===== config.mk =====
export PLATFORM = sky130hd
export DESIGN_NAME = cla_pipe_adder
export DESIGN_NICKNAME = d
export VERILOG_FILES = /design/src/rtl/cla_pipe_adder.sv
export SDC_FILE = /design/constraint.sdc
export NUM_CORES = 1
export LEC_CHECK = 0
export BUFFER_PORTS_ARGS = -buffer_cell sky130_fd_sc_hd__buf_2
export CAP_MARGIN = 20
export CELL_PAD_IN_SITES_DETAIL_PLACEMENT = 0
export CELL_PAD_IN_SITES_GLOBAL_PLACEMENT = 1
export CORE_ASPECT_RATIO = 0.9
export CORE_MARGIN = 5
export CORE_UTILIZATION = 43
export CTS_CLUSTER_SIZE = 14
export DETAILED_ROUTE_END_ITERATION = 8
export GPL_ROUTABILITY_DRIVEN = 0
export PLACE_DENSITY = 0.83
export SYNTH_ARGS = -nofsm -noshare
export SYNTH_HDL_FRONTEND = slang
export SYNTH_SLANG_ARGS = --single-unit

===== constraint.sdc =====
create_clock -name clk -period 3.08 [get_ports clk]
set_clock_uncertainty 0.05 [all_clocks]
set_input_delay 0.308 -clock clk [delete_from_list [all_inputs] [get_ports clk]]
set_output_delay 0.308 -clock clk [all_outputs]
set_load 0.02 [all_outputs]

===== src/rtl/cla_pipe_adder.sv =====
// cla_pipe_adder: pipelined WIDTH-bit adder, one 16-bit carry-lookahead slice per
// stage with a registered inter-segment carry. Operands are skewed into the pipe
// and finished sum segments are deskewed so an operation leaves as a whole.
// Optional feature macro: CLA_PIPE_SUB_EN adds the sub port (a - b via ~b, carry ^ 1).
module cla_pipe_adder #(
  parameter int WIDTH = 64
) (
  input  logic             clk,
  input  logic             rst,
  input  logic             in_valid,
  output logic             in_ready,
  input  logic [WIDTH-1:0] a,
  input  logic [WIDTH-1:0] b,
  input  logic             c_in,
`ifdef CLA_PIPE_SUB_EN
  input  logic             sub,
`endif
  output logic             out_valid,
  input  logic             out_ready,
  output logic [WIDTH-1:0] sum,
  output logic             c_out
);

  localparam int SEGS = WIDTH / 16;

  // 4-wide lookahead: carries into positions 1..4 from generate/propagate and carry-in
  function automatic logic [3:0] look4(input logic [3:0] g, input logic [3:0] p,
                                       input logic c);
    logic [3:0] r;
    r[0] = g[0] | (p[0] & c);
    r[1] = g[1] | (p[1] & g[0]) | (p[1] & p[0] & c);
    r[2] = g[2] | (p[2] & g[1]) | (p[2] & p[1] & g[0]) | (p[2] & p[1] & p[0] & c);
    r[3] = g[3] | (p[3] & g[2]) | (p[3] & p[2] & g[1]) | (p[3] & p[2] & p[1] & g[0])
         | (p[3] & p[2] & p[1] & p[0] & c);
    return r;
  endfunction

  // 16-bit CLA slice: nibble group g/p, group-level carries, then bit carries per nibble
  function automatic logic [16:0] cla16(input logic [15:0] x, input logic [15:0] y,
                                        input logic ci);
    logic [15:0] p;
    logic [15:0] g;
    logic [15:0] cb;
    logic [3:0]  gg;
    logic [3:0]  gp;
    logic [3:0]  nc;
    logic [3:0]  t;
    logic        cn;
    p = x ^ y;
    g = x & y;
    for (int j = 0; j < 4; j++) begin
      t     = look4(g[4*j +: 4], p[4*j +: 4], 1'b0);
      gg[j] = t[3];
      gp[j] = &p[4*j +: 4];
    end
    nc = look4(gg, gp, ci);
    cb = '0;
    for (int j = 0; j < 4; j++) begin
      cn = (j == 0) ? ci : nc[j-1];
      t  = look4(g[4*j +: 4], p[4*j +: 4], cn);
      cb[4*j]         = cn;
      cb[4*j+1 +: 3]  = t[2:0];
    end
    return {nc[3], p ^ cb};
  endfunction

  logic [SEGS-1:0]  vld_p;
  logic             en;
  logic [WIDTH-1:0] b_in;
  logic             c0;

  assign en        = ~vld_p[SEGS-1] | out_ready;
  assign in_ready  = en;
  assign out_valid = vld_p[SEGS-1];

`ifdef CLA_PIPE_SUB_EN
  assign b_in = sub ? ~b : b;
  assign c0   = c_in ^ sub;
`else
  assign b_in = b;
  assign c0   = c_in;
`endif

  // valid bits shift one stage per global advance
  always_ff @(posedge clk) begin
    if (rst) begin
      vld_p <= '0;
    end else if (en) begin
      vld_p <= (vld_p << 1) | SEGS'(in_valid);
    end
  end

  for (genvar k = 0; k < SEGS; k++) begin : g_stage
    localparam int OPW = WIDTH - 16 * k;

    logic [OPW-1:0]        op_a;
    logic [OPW-1:0]        op_b;
    logic                  ci;
    logic [16:0]           res;
    logic [16*(k+1)-1:0]   sum_p;
    logic                  cy_p;

    assign res = cla16(op_a[15:0], op_b[15:0], ci);

    // ---- stage k: segment k add, registered carry toward stage k+1 ----
    if (k == 0) begin : g_first
      assign op_a = a;
      assign op_b = b_in;
      assign ci   = c0;

      // first finished sum segment
      always_ff @(posedge clk) begin
        if (rst) begin
          sum_p <= '0;
        end else if (en) begin
          sum_p <= res[15:0];
        end
      end
    end else begin : g_next
      assign op_a = g_stage[k-1].g_skew.a_p;
      assign op_b = g_stage[k-1].g_skew.b_p;
      assign ci   = g_stage[k-1].cy_p;

      // deskew: append this segment above the already finished lower ones
      always_ff @(posedge clk) begin
        if (rst) begin
          sum_p <= '0;
        end else if (en) begin
          sum_p <= {res[15:0], g_stage[k-1].sum_p};
        end
      end
    end

    // carry out of this slice
    always_ff @(posedge clk) begin
      if (rst) begin
        cy_p <= 1'b0;
      end else if (en) begin
        cy_p <= res[16];
      end
    end

    if (k < SEGS - 1) begin : g_skew
      logic [OPW-17:0] a_p;
      logic [OPW-17:0] b_p;

      // skew: carry the unconsumed upper operand segments forward
      always_ff @(posedge clk) begin
        if (rst) begin
          a_p <= '0;
          b_p <= '0;
        end else if (en) begin
          a_p <= op_a[OPW-1:16];
          b_p <= op_b[OPW-1:16];
        end
      end
    end
  end

  assign sum   = g_stage[SEGS-1].sum_p;
  assign c_out = g_stage[SEGS-1].cy_p;

endmodule


Yosys cells after proc, flatten, opt, wreduce, memory -nomap -nowiden. Cells that the tools add are included.

Register bits after elaboration: 360. Input bits: 133. Output and inout port bits: 67. Logic and storage cells: 518.

Bitwise logic cells: 487. Reductions and logical operators: 16.

Operators by type and width (number): 1-bit bitwise AND (288); 1-bit OR (185); 16-bit XOR (8); 16-bit bitwise AND (4); 4-bit AND reduction (16); 4-bit by 1-bit OR with 4-bit output (1); 1-bit NOT (1).

Longest topological paths before layout. Gate-level depths: netlist (run 1).

Depth in word-level cells: 12. Gate-level depth with buffers: 10. Depth with buffers taken out: 10.

Least setup slack after synthesis (run 1). Ideal clock, no wire load.

Kind: input port to flip-flop. Start: in a[6]. End: reg g_stage[0].sum_p[13]. Setup time: 0.086 ns. Arrival time: 2.368 ns. Data required time: 2.944 ns. Setup slack: 0.576 ns. Stages on the path: 10. Path buffers: 0. Cell sequence: ha_1 > and4_4 > a221oi_2 > o21ai_1 > o2111ai_4 > nand2_2 > a21o_1 > fa_1 > xnor2_1 > a211oi_1.

Word-level cells in the longest chain between the ends: 12. Elaborated cells between the ends (all ways): 22.

Ends and longest elaborated chain: from (decl) (RTL line 12) `input logic [WIDTH-1:0] a,`; 16-bit bitwise AND / 16-bit XOR (equally long branches) (RTL line 50, 49); 1-bit bitwise AND; 1-bit OR / 1-bit bitwise AND (equally long branches) (2 in series); 1-bit OR; 1-bit bitwise AND (RTL line 32) `r[2] = g[2] | (p[2] & g[1]) | (p[2] & p[1] & g[0]) | (p[2] & p[1] & p[0] & c);`; 1-bit OR (2 in series) (RTL line 32); 1-bit OR (*) (RTL line 32); 1-bit bitwise AND (*) (RTL line 30) `r[0] = g[0] | (p[0] & c);`; 1-bit OR (*) (RTL line 30); 16-bit XOR (*) (RTL line 64) `return {nc[3], p ^ cb};`; to (signal assigned) (RTL line 116) `sum_p <= res[15:0];`; to (decl) (RTL line 100) `logic [16*(k+1)-1:0] sum_p;`.

Every way passes the cells marked *; elsewhere a longest branch is shown, timed or not. A chain may end at the register's enable or synchronous reset.

Final worst setup path (run 1).
Start: reg g_stage[0].g_skew.a_p[0]. End: reg g_stage[1].sum_p[29].

Word-level cells in the longest chain between the ends: 9. Elaborated cells between the ends (all ways): 13.

Ends and longest elaborated chain: from (decl) (RTL line 144) `logic [OPW-17:0] a_p;`; from (signal assigned) (RTL line 153) `a_p <= op_a[OPW-1:16];`; 16-bit bitwise AND (RTL line 50) `g = x & y;`; 1-bit bitwise AND; 1-bit OR; 1-bit bitwise AND (RTL line 32); 1-bit OR (RTL line 32); 1-bit OR (*) (RTL line 32); 1-bit bitwise AND (*) (RTL line 30); 1-bit OR (*) (RTL line 30); 16-bit XOR (*) (RTL line 64); to (signal assigned) (RTL line 129) `sum_p <= {res[15:0], g_stage[k-1].sum_p};`; to (decl) (RTL line 100).

Marked as above.

==> results of run 1 <==
## metal layers
metal / global-route usage, % / up-vias / wire [um]
met5: 0 / - / 0
met4: 5.304 / 0 / 827
met3: 3.380 / 59 / 1707
met2: 30.10 / 197 / 17140
met1: 29.93 / 5814 / 19770
li1: - / 6561 / -
## per-stage QoR
step / power, mW / hold WS, ps / instance area [sq um] / std cells / worst slack [ps]
after CTS: 10.97 / 8.584 / 18240 / 2548 / 477.5
after detailed placement: 6.115 / 392.0 / 16050 / 2391 / 256.6
after global routing: 11.32 / 23.49 / 18270 / 2550 / 306.8
after global placement: 6.091 / 386.0 / 16050 / 2391 / 346.6
final: 10.85 / 31.76 / 18270 / 2550 / 475.8
after floorplan: 5.754 / 374.9 / 14780 / 1835 / 576.1
## Yosys cell counts (7+ instances only)
cell type / count / area [sq um]
a211oi_1: 21 / 157.7
a21oi_1: 341 / 1707
a31oi_1: 7 / 43.79
buf_2: 30 / 150.1
clkbuf_1: 85 / 319.1
dfxtp_1: 360 / 7207
fa_1: 16 / 320.3
ha_1: 64 / 800.8
inv_1: 22 / 82.58
nand2_1: 657 / 2466
nand2b_1: 8 / 50.05
nor2_1: 56 / 210.2
nor2b_1: 7 / 43.79
o211ai_1: 9 / 67.56
o21ai_0: 12 / 60.06
o21ai_1: 18 / 90.09
or3_1: 8 / 50.05
xnor2_1: 25 / 219.0
## registers in the layout, indices dropped and copies added (netlist names)
name and cells:
sum 64, g_stage.sum_p 96, g_stage.cy_p 3, g_stage.g_skew.a_p 96
c_out 1, g_stage.g_skew.b_p 96, vld_p 4
## cell usage in the layout, fill, tap and decap left out, drive strengths merged, types with 5 or more instances in the layout
cell         count
inv             23
nand4            6
xnor2           25
nand2          658
fa              16
a21o             6
clkinv           9
dlygate4sd3     89
o21ai           30
ha              64
nor2            56
o211ai           9
or3              8
a21oi          341
buf            212
dfxtp          360
nor2b            7
nand3            5
a41oi            6
nand2b           8
clkbuf          54
a31oi            7
a211oi          25
## path summary, 6_finish.rpt
path,start,endpoint,slack (ps),depth (start not counted)
setup / recovery,g_stage[0].g_skew.a_p[0],g_stage[1].sum_p[29],480,9
hold / removal,a[18],g_stage[0].g_skew.a_p[2],30,3
setup reg to reg,g_stage[0].g_skew.a_p[0],g_stage[1].sum_p[29],480,9
hold reg to reg,sum[31],sum[31],400,2
## timing repair
action	4_1_cts	5_1_grt
setup buffers	0	0
hold buffers	89	0
resized for setup	0	0
endpoints found under the hold margin	89	0
## cells by family (layout without fill, tap and decap cells)
logic type      Yosys count  count (layout)  synth area share [%]
buf+inv                 140             392                 3.810
flops                   360             360                 48.77
mux                       1               1               0.06774
xor+xnor                 29              29                 1.719
compound gates          458             458                 17.51
other cells               0               1                     0
fa+ha+maj                80              80                 7.586
simple gates            767             767                 20.54
## power by group through the flow
stage / clock [mW] / sequential (mW) / combinational, mW
final: 4.74 / 5.08 / 1.03
after floorplan: 0 / 5.17 / 0.587
after CTS: 4.86 / 5.08 / 1.03
after global routing: 5.06 / 5.11 / 1.15
after detailed placement: 0 / 5.18 / 0.932
after global placement: 0 / 5.17 / 0.917
## critical path, stage by stage, from the launching register on
cell      delay (ps)
dfxtp_1          330
ha_1             320
a211oi_2         260
o21ai_1          210
a41oi_1          300
o21a_1           200
o21ai_0          120
fa_1             390
xnor2_1          130
a211oi_1         210
## area by class of cell
cell class              instances  area share (%)
well taps                     462           3.164
diodes                          1         0.01370
clock inverters                14          0.9450
inverters                      23          0.5136
clock buffers                  54           6.156
repair buffers                301           11.37
flip-flops and latches        360           39.44
multi-input cells            1335           38.40
==> impl_results.md, run 1 <==
- Number of global-route vias before repair: 12,000
- Drt initial violations: 797
- Area occupied by multi-input gates: 7015 sq um
- Sequential fraction of design power: 46.8%
- Clk_lat worst skew: 520 ps
- First-pass DRT Iterations: 5
- CTS Sinks: 360
- FP Rows: 64
- Most used flip-flop cell after synthesis: dfxtp_1
- Worst rel slew slack: 26.80%
- Async set-reset flop share out of synthesis: 0%
- Max Fclk: 384.0 MHz
- Combinational power share: 9.5%
- Worst VDD drop: 366.1 uV
- Synthesis-to-layout area growth: 23.64%
- Die height: 185.9 um
- Register area share after synthesis: 48.77%
- NumNets Final: 2,273
- CP Max Fanout: 4
- IO Pins: 200
- H-tree depth: 2
- Clock tree from TritonCTS: built
- Wire length of the first global-routing pass: 62,590 um
- Synth Cell Area: 14,780 sq um
- Switch Pwr: 2.595 mW
- Worst min path class: input port to register
- Via Count: 12,630
- IO buf count: 199
- GR Overflow Total: 0
- DRC: 0
- Number of synthesized flops with an enable pin: 0
- Leakage power: 7.697 nW
- Die Width: 205.4 um
- Post-route setup TNS: 0 ps
- Internal Pwr Total: 8.257 mW
- Gr usage total: 20.04%
- Post-DP HPWL: 26,390 um
- Die Area: 38,180 sq um
- Vias per std cell: 4.953
- Critical Path AT: 2990 ps
- Yosys Warn Count: 0
- CTS Buffer Depth: 3
- Largest net degree at the start of global routing: 223
- Num CTS Buffers: 39
- Max-cap violations: 0
- Layout cells sized above 1: 13.66%
- CTS clk-pin slew, worst paths: 60 ps
- Final WL: 39,450 um
- Worst setup EP type: register
- Synth Area per Inst: 8.053 sq um
- RSZ-0062 raised after global routing: no
- Worst Setup Path Type: register to register
- Startpoint Class: register
- # setup viols final: 0
- Final hold violations: 0
- Status: finished, final reports clean
- Switching share of power: 23.91%
- Worst path required time: 3460 ps
- Fin util: 53.81%
- Final worst path period need: 2604 ps
- Synthesis-stage register bit count: 360
- Slew @ Worst Pin: 1098 ps
- Clock share of power: 43.7%
- Antenna-violating nets left: 0
- Filler cells: 3,368
- WL/cell: 15.47 um
- Final Cycle Share: 84.55%
- Net count after synthesis: 2,048
- Cell area power density: 594.0 nW/um^2
- Core Box Area: 33,950 sq um
- Clock tree root buffer cell: clkbuf_16
- Reg area: 7207 sq um
- Pins over their slew limit: 0
- Initial antenna violation count: 1
- Unique masters post-synth: 54
- Mapped Cells: 1,835
- Starting Density: 43.53%
Note: power is estimated with default switching activity, not from simulation.
==> inputs of run 2 (changes only) <==
- clock period: 3.08 -> 2.4 ns (I/O delays scaled with it)
==> run 2 against run 1 <==
Net effect:
- core utilization is 1.3 points higher
- wire length hardly changed
- design area is 2.5% higher
- flip-flop and latch count stayed put
- fmax is 13% higher
- power is 26% higher
- first-iteration DRC count is 4.0% lower
- hold slack worse by 2.0 ps
- clock-buffer cell count is 6 higher
- non-clock buffer count is 47 higher
- global-route usage hardly changed
- critical path type unchanged
==> impl_results.md, run 2 (synthesis gave the netlist of run 1 again) <==
- Status: finished, final reports clean
- IO buf count: 199
- Crit-path cells: ha_4, a211oi_4, o21ai_2, a41oi_2, o21a_1, o21ai_2, fa_2, nand2_1, a21oi_1
- Via Count: 13,000
- IO Pins: 200
- Drt initial violations: 765
- Critical Path AT: 2700 ps
- R2r endpoint: g_stage[1].sum_p[28]
- Final hold violations: 0
- CTS Sinks: 360
- Final Cycle Share: 96.26%
- CP most frequent cell: o21ai_2
- Pins over their slew limit: 0
- Sequential fraction of design power: 47.6%
- Wire length of the first global-routing pass: 62,740 um
- Flop-to-flop setup slack: 90 ps
- Largest regs: g_stage.g_skew.a_p x96, g_stage.g_skew.b_p x96, g_stage.sum_p x96
- Slowest-stage cell, CP: fa_2
- Origin of the worst setup path: g_stage[0].g_skew.b_p[0]
- Worst setup EP type: register
- Crit path buf inv count: 0
- CP Depth: 9
- Worst Setup Path Type: register to register
- Largest net degree at the start of global routing: 135
- FP Rows: 64
- DRC: 0
- CP endpoint: g_stage[1].sum_p[28]
- Leakage power: 7.896 nW
- FF-to-FF path depth: 9
- Starting Density: 43.53%
- Max stage delay on crit path: 530 ps
- Pwr Total: 13.70 mW
- Switch Pwr: 3.306 mW
- Num CTS Buffers: 38
- Final WL: 39,450 um
- Initial antenna violation count: 0
- Combinational power share: 10.3%
- Startpoint Class: register
- Vias per std cell: 5.008
- # setup viols final: 0
- Crit path max-delay family: compound AO/OA/AOI/OAI gates
- CP Max Fanout: 2
- Worst R2R Start: g_stage[0].g_skew.b_p[0]
- Slew @ Worst Pin: 690.8 ps
- Filler cells: 3,260
- WL/cell: 15.20 um
- Max Fclk: 432.8 MHz
- Antenna-violating nets left: 0
- Setup WS pre-CTS: -184.5 ps
- Switching share of power: 24.13%
- Die Area: 38,180 sq um
- Non-Filler Instances: 2,595
- Synthesis-to-layout area growth: 26.74%
- Worst path required time: 2790 ps
- Die height: 185.9 um
- Core Box Area: 33,950 sq um
- Internal Pwr Total: 10.40 mW
- Min Hold Slack: 29.80 ps
- Worst min path class: input port to register
- Worst VDD drop: 517.7 uV
- Gr usage total: 20.01%
- # diodes: 0
- First-pass DRT Iterations: 5
- Fin area: 18,730 sq um
- Final WS setup: 89.68 ps
- GR Overflow Total: 0
- Post-route setup TNS: 0 ps
- Layout cells sized above 1: 16.27%
- Commonest non-fill, non-tap cells in the layout: nand2_1, dfxtp_1, a21oi_1, buf_2, dlygate4sd3_1
- NumNets Final: 2,319
- Die Width: 205.4 um
- Worst rel slew slack: 53.95%
- Final worst path period need: 2310 ps
- Clock tree from TritonCTS: built
- Clk_lat worst skew: 520 ps
- Placed Area: 16,370 sq um
- CTS clk-pin slew, worst paths: 60 ps
- Most common cell after layout, fill and taps aside: nand2_1
- Post-DP HPWL: 26,580 um
- Cell area power density: 731.7 nW/um^2
- Number of global-route vias before repair: 12,210
- Placed insts: 2,426
- Clock share of power: 42.1%
- Max-cap violations: 0
- H-tree depth: 2
- Fin util: 55.16%
- CTS Buffer Depth: 3
- Clock tree root buffer cell: clkbuf_16
run 2: changes by cell type in the layout (fill, tap and decap cells not counted), sizes merged:
cell | previous run | this run
clkinv | 9 | 4
bufinv | 4 | 1
dlygate4sd3 | 89 | 96
diode | 1 | 0
buf | 212 | 252
inv | 23 | 24
clkbuf | 54 | 60
run 2: layout make-up:
class | count | area, sq um | area share, %
well taps | 462 | 578.1 | 3.086
repair buffers | 348 | 2440 | 13.03
clock inverters | 7 | 66.31 | 0.3541
multi-input cells | 1335 | 7177 | 38.32
inverters | 23 | 93.84 | 0.5010
clock buffers | 60 | 1165 | 6.220
flip-flops and latches | 360 | 7209 | 38.49
run 2: worst min-delay path by stage:
| stage | from | endpoint | depth (start not counted) | slack [ps] |
|---|---|---|---|---|
| floorplan | a[16] | g_stage[0].g_skew.a_p[0] | 2 | 330 |
| global placement | sum[58] | sum[58] | 2 | 380 |
| detailed placement | sum[62] | sum[62] | 2 | 380 |
| CTS | rst | sum[26] | 2 | 3 |
| global route | rst | sum[43] | 2 | 30 |
| finish | rst | sum[31] | 2 | 30 |
run 2: routing by layer:
metal / vias to the layer above / wire [um] / track usage, %
met4: 0 / 822 / 5.197
met2: 265 / 16950 / 29.70
met1: 6008 / 19810 / 30.38
li1: 6665 / - / -
met5: - / 0 / 0
met3: 59 / 1868 / 3.101
run 2: power by group through the flow:
stage,logic [mW],registers [mW],clock network [mW]
after floorplan,0.761,6.63,0
after global placement,1.23,6.64,0
after detailed placement,1.25,6.65,0
after CTS,1.39,6.52,5.92
after global routing,1.58,6.56,6.16
final,1.41,6.52,5.77
run 2: worst reg2reg max path, cell delays in order (launching register included):
cell and delay, ps:
dfxtp_2 330, ha_4 250, a211oi_4 280, o21ai_2 120, a41oi_2 230, o21a_1 180, o21ai_2 90, fa_2 530
nand2_1 50, a21oi_1 120
run 2: timing repair:
item	4_1_cts	5_1_grt
pin swaps	5	18
gates resized for setup	6	20
endpoints found under the hold margin	96	0
endpoints found under the setup margin	5	8
hold buffers	96	0
setup buffers	0	6
==> inputs of run 3 (changes only) <==
==> constraint.sdc (replaced) <==
create_clock -name clk -period 2.4 [get_ports clk]
set_clock_uncertainty 0.05 [all_clocks]
set_input_delay 0.12 -clock clk [delete_from_list [all_inputs] [get_ports clk]]
set_output_delay 0.12 -clock clk [all_outputs]
set_load 0.02 [all_outputs]
==> run 3 against run 2 <==
Net effect:
- critical path depth is the same
- die area unchanged
- global-route usage grew 0.27 points
- largest cell class unchanged
- fmax down 0.12%
- hold slack worse by 5.8 ps
- design area up 0.37%
==> impl_results.md, run 3 (synthesis gave the netlist of run 1 again) <==
- Synthesis-to-layout area growth: 27.20%
- Largest net degree at the start of global routing: 149
- Die Width: 205.4 um
- Commonest non-fill, non-tap cells in the layout: nand2_1, dfxtp_1, a21oi_1, buf_2, dlygate4sd3_1
- Switching share of power: 23.78%
- Gr usage total: 20.28%
- Max Fclk: 432.3 MHz
- DRC: 0
- Initial antenna violation count: 1
- Combinational power share: 10.2%
- Placed insts: 2,428
- Clock tree root buffer cell: clkbuf_16
- # setup viols final: 0
- WL/cell: 15.30 um
- Fin area: 18,800 sq um
- First-pass DRT Iterations: 5
- Layout cells sized above 1: 16.16%
- Sequential fraction of design power: 46.8%
- Area occupied by multi-input gates: 7111 sq um
- Pins over their slew limit: 0
- Starting Density: 43.53%
- Die height: 185.9 um
- Pwr Total: 13.93 mW
- Post-DP HPWL: 26,980 um
- Final WS setup: 86.87 ps
- NumNets Final: 2,327
- Clock tree from TritonCTS: built
- Post-route setup TNS: 0 ps
- Vias per std cell: 4.998
- Slew @ Worst Pin: 863.9 ps
- Worst Setup Path Type: register to register
- Reg area: 7208 sq um
- GR Overflow Total: 0
- Largest regs: g_stage.g_skew.a_p x96, g_stage.g_skew.b_p x96, g_stage.sum_p x96
- Non-Filler Instances: 2,604
- Switch Pwr: 3.312 mW
- Number of global-route vias before repair: 12,360
- Internal Pwr Total: 10.62 mW
- Clock share of power: 43.0%
- Worst VDD drop: 430.1 uV
- Final worst path period need: 2313 ps
- Max-cap violations: 0
- IO Pins: 200
- Final hold violations: 0
- Worst rel slew slack: 42.41%
- Via Count: 13,010
- CTS Sinks: 360
- CTS clk-pin slew, worst paths: 60 ps
- Filler cells: 3,274
- Final WL: 39,830 um
- FP Rows: 64
- Startpoint Class: register
- Worst min path class: input port to register
- CP Max Fanout: 2
- CTS Buffer Depth: 3
- Worst path required time: 2810 ps
- H-tree depth: 2
- Clk_lat worst skew: 520 ps
- Die Area: 38,180 sq um
- Wire length of the first global-routing pass: 63,780 um
- IO buf count: 199
- Num CTS Buffers: 38
- Antenna-violating nets left: 0
- Critical Path AT: 2720 ps
- Status: finished, final reports clean
- Final Cycle Share: 96.38%
- Most common cell after layout, fill and taps aside: nand2_1
- Worst setup EP type: register
- Placed Area: 16,330 sq um
- Core Box Area: 33,950 sq um
- Min Hold Slack: 24.01 ps
- Fin util: 55.37%
- Leakage power: 7.944 nW
- Cell area power density: 741.0 nW/um^2
- Drt initial violations: 768
- Setup WS pre-CTS: -126.4 ps
==> run 3: cell count changes in the layout (fill, tap and decap cells not counted), sizes merged <==
cell         change
buf              +4
bufinv           +2
clkbuf           -2
diode            +1
dlygate4sd3      +4
==> run 3: timing repair <==
action / in CTS / in global routing
resized for setup: 6 / 18
endpoints found under the hold margin: 100 / 0
setup buffers: 0 / 7
hold buffers: 100 / 0
pin swaps: 4 / 15
endpoints found under the setup margin: 6 / 8
==> run 3: power by group through the flow <==
stage / Combinational (mW) / Clock [mW] / Sequential, mW
CTS: 1.40 / 6.15 / 6.51
finish: 1.42 / 5.99 / 6.52
global placement: 1.24 / 0 / 6.63
floorplan: 0.754 / 0 / 6.63
detailed placement: 1.26 / 0 / 6.64
global route: 1.59 / 6.40 / 6.55
==> run 3: final timing paths <==
check	startpoint	end	slack [ps]	cells past startpoint
setup / recovery	g_stage[2].g_skew.b_p[0]	sum[60]	90	9
hold / removal	out_ready	g_stage[2].sum_p[32]	20	4
setup reg to reg	g_stage[2].g_skew.b_p[0]	sum[60]	90	9
hold reg to reg	sum[19]	sum[19]	400	2
==> run 3: worst max-delay path, cell delays in order (launching register included) <==
cell and delay [ps]:
dfxtp_1 320, ha_1 320, a211oi_2 240, o21ai_2 110
a41oi_2 240, o21a_1 170, o21ai_1 90, fa_2 520
nand2_1 60, a21oi_2 130
==> run 3: metal layers <==
layer  vias up  wire [um]  track usage, %
li1       6686          -               -
met1      6041      19860           30.91
met2       244      17430           30.18
met3        43       1834           3.240
met4         0        710           4.715
met5         -          0               0
==> run 3: layout make-up <==
type,instances,share of cell area [%]
multi-input cells,1335,37.83
diodes,1,0.01331
clock buffers,58,6.157
clock inverters,9,0.6922
flip-flops and latches,360,38.35
inverters,23,0.4992
well taps,462,3.075
repair buffers,356,13.39
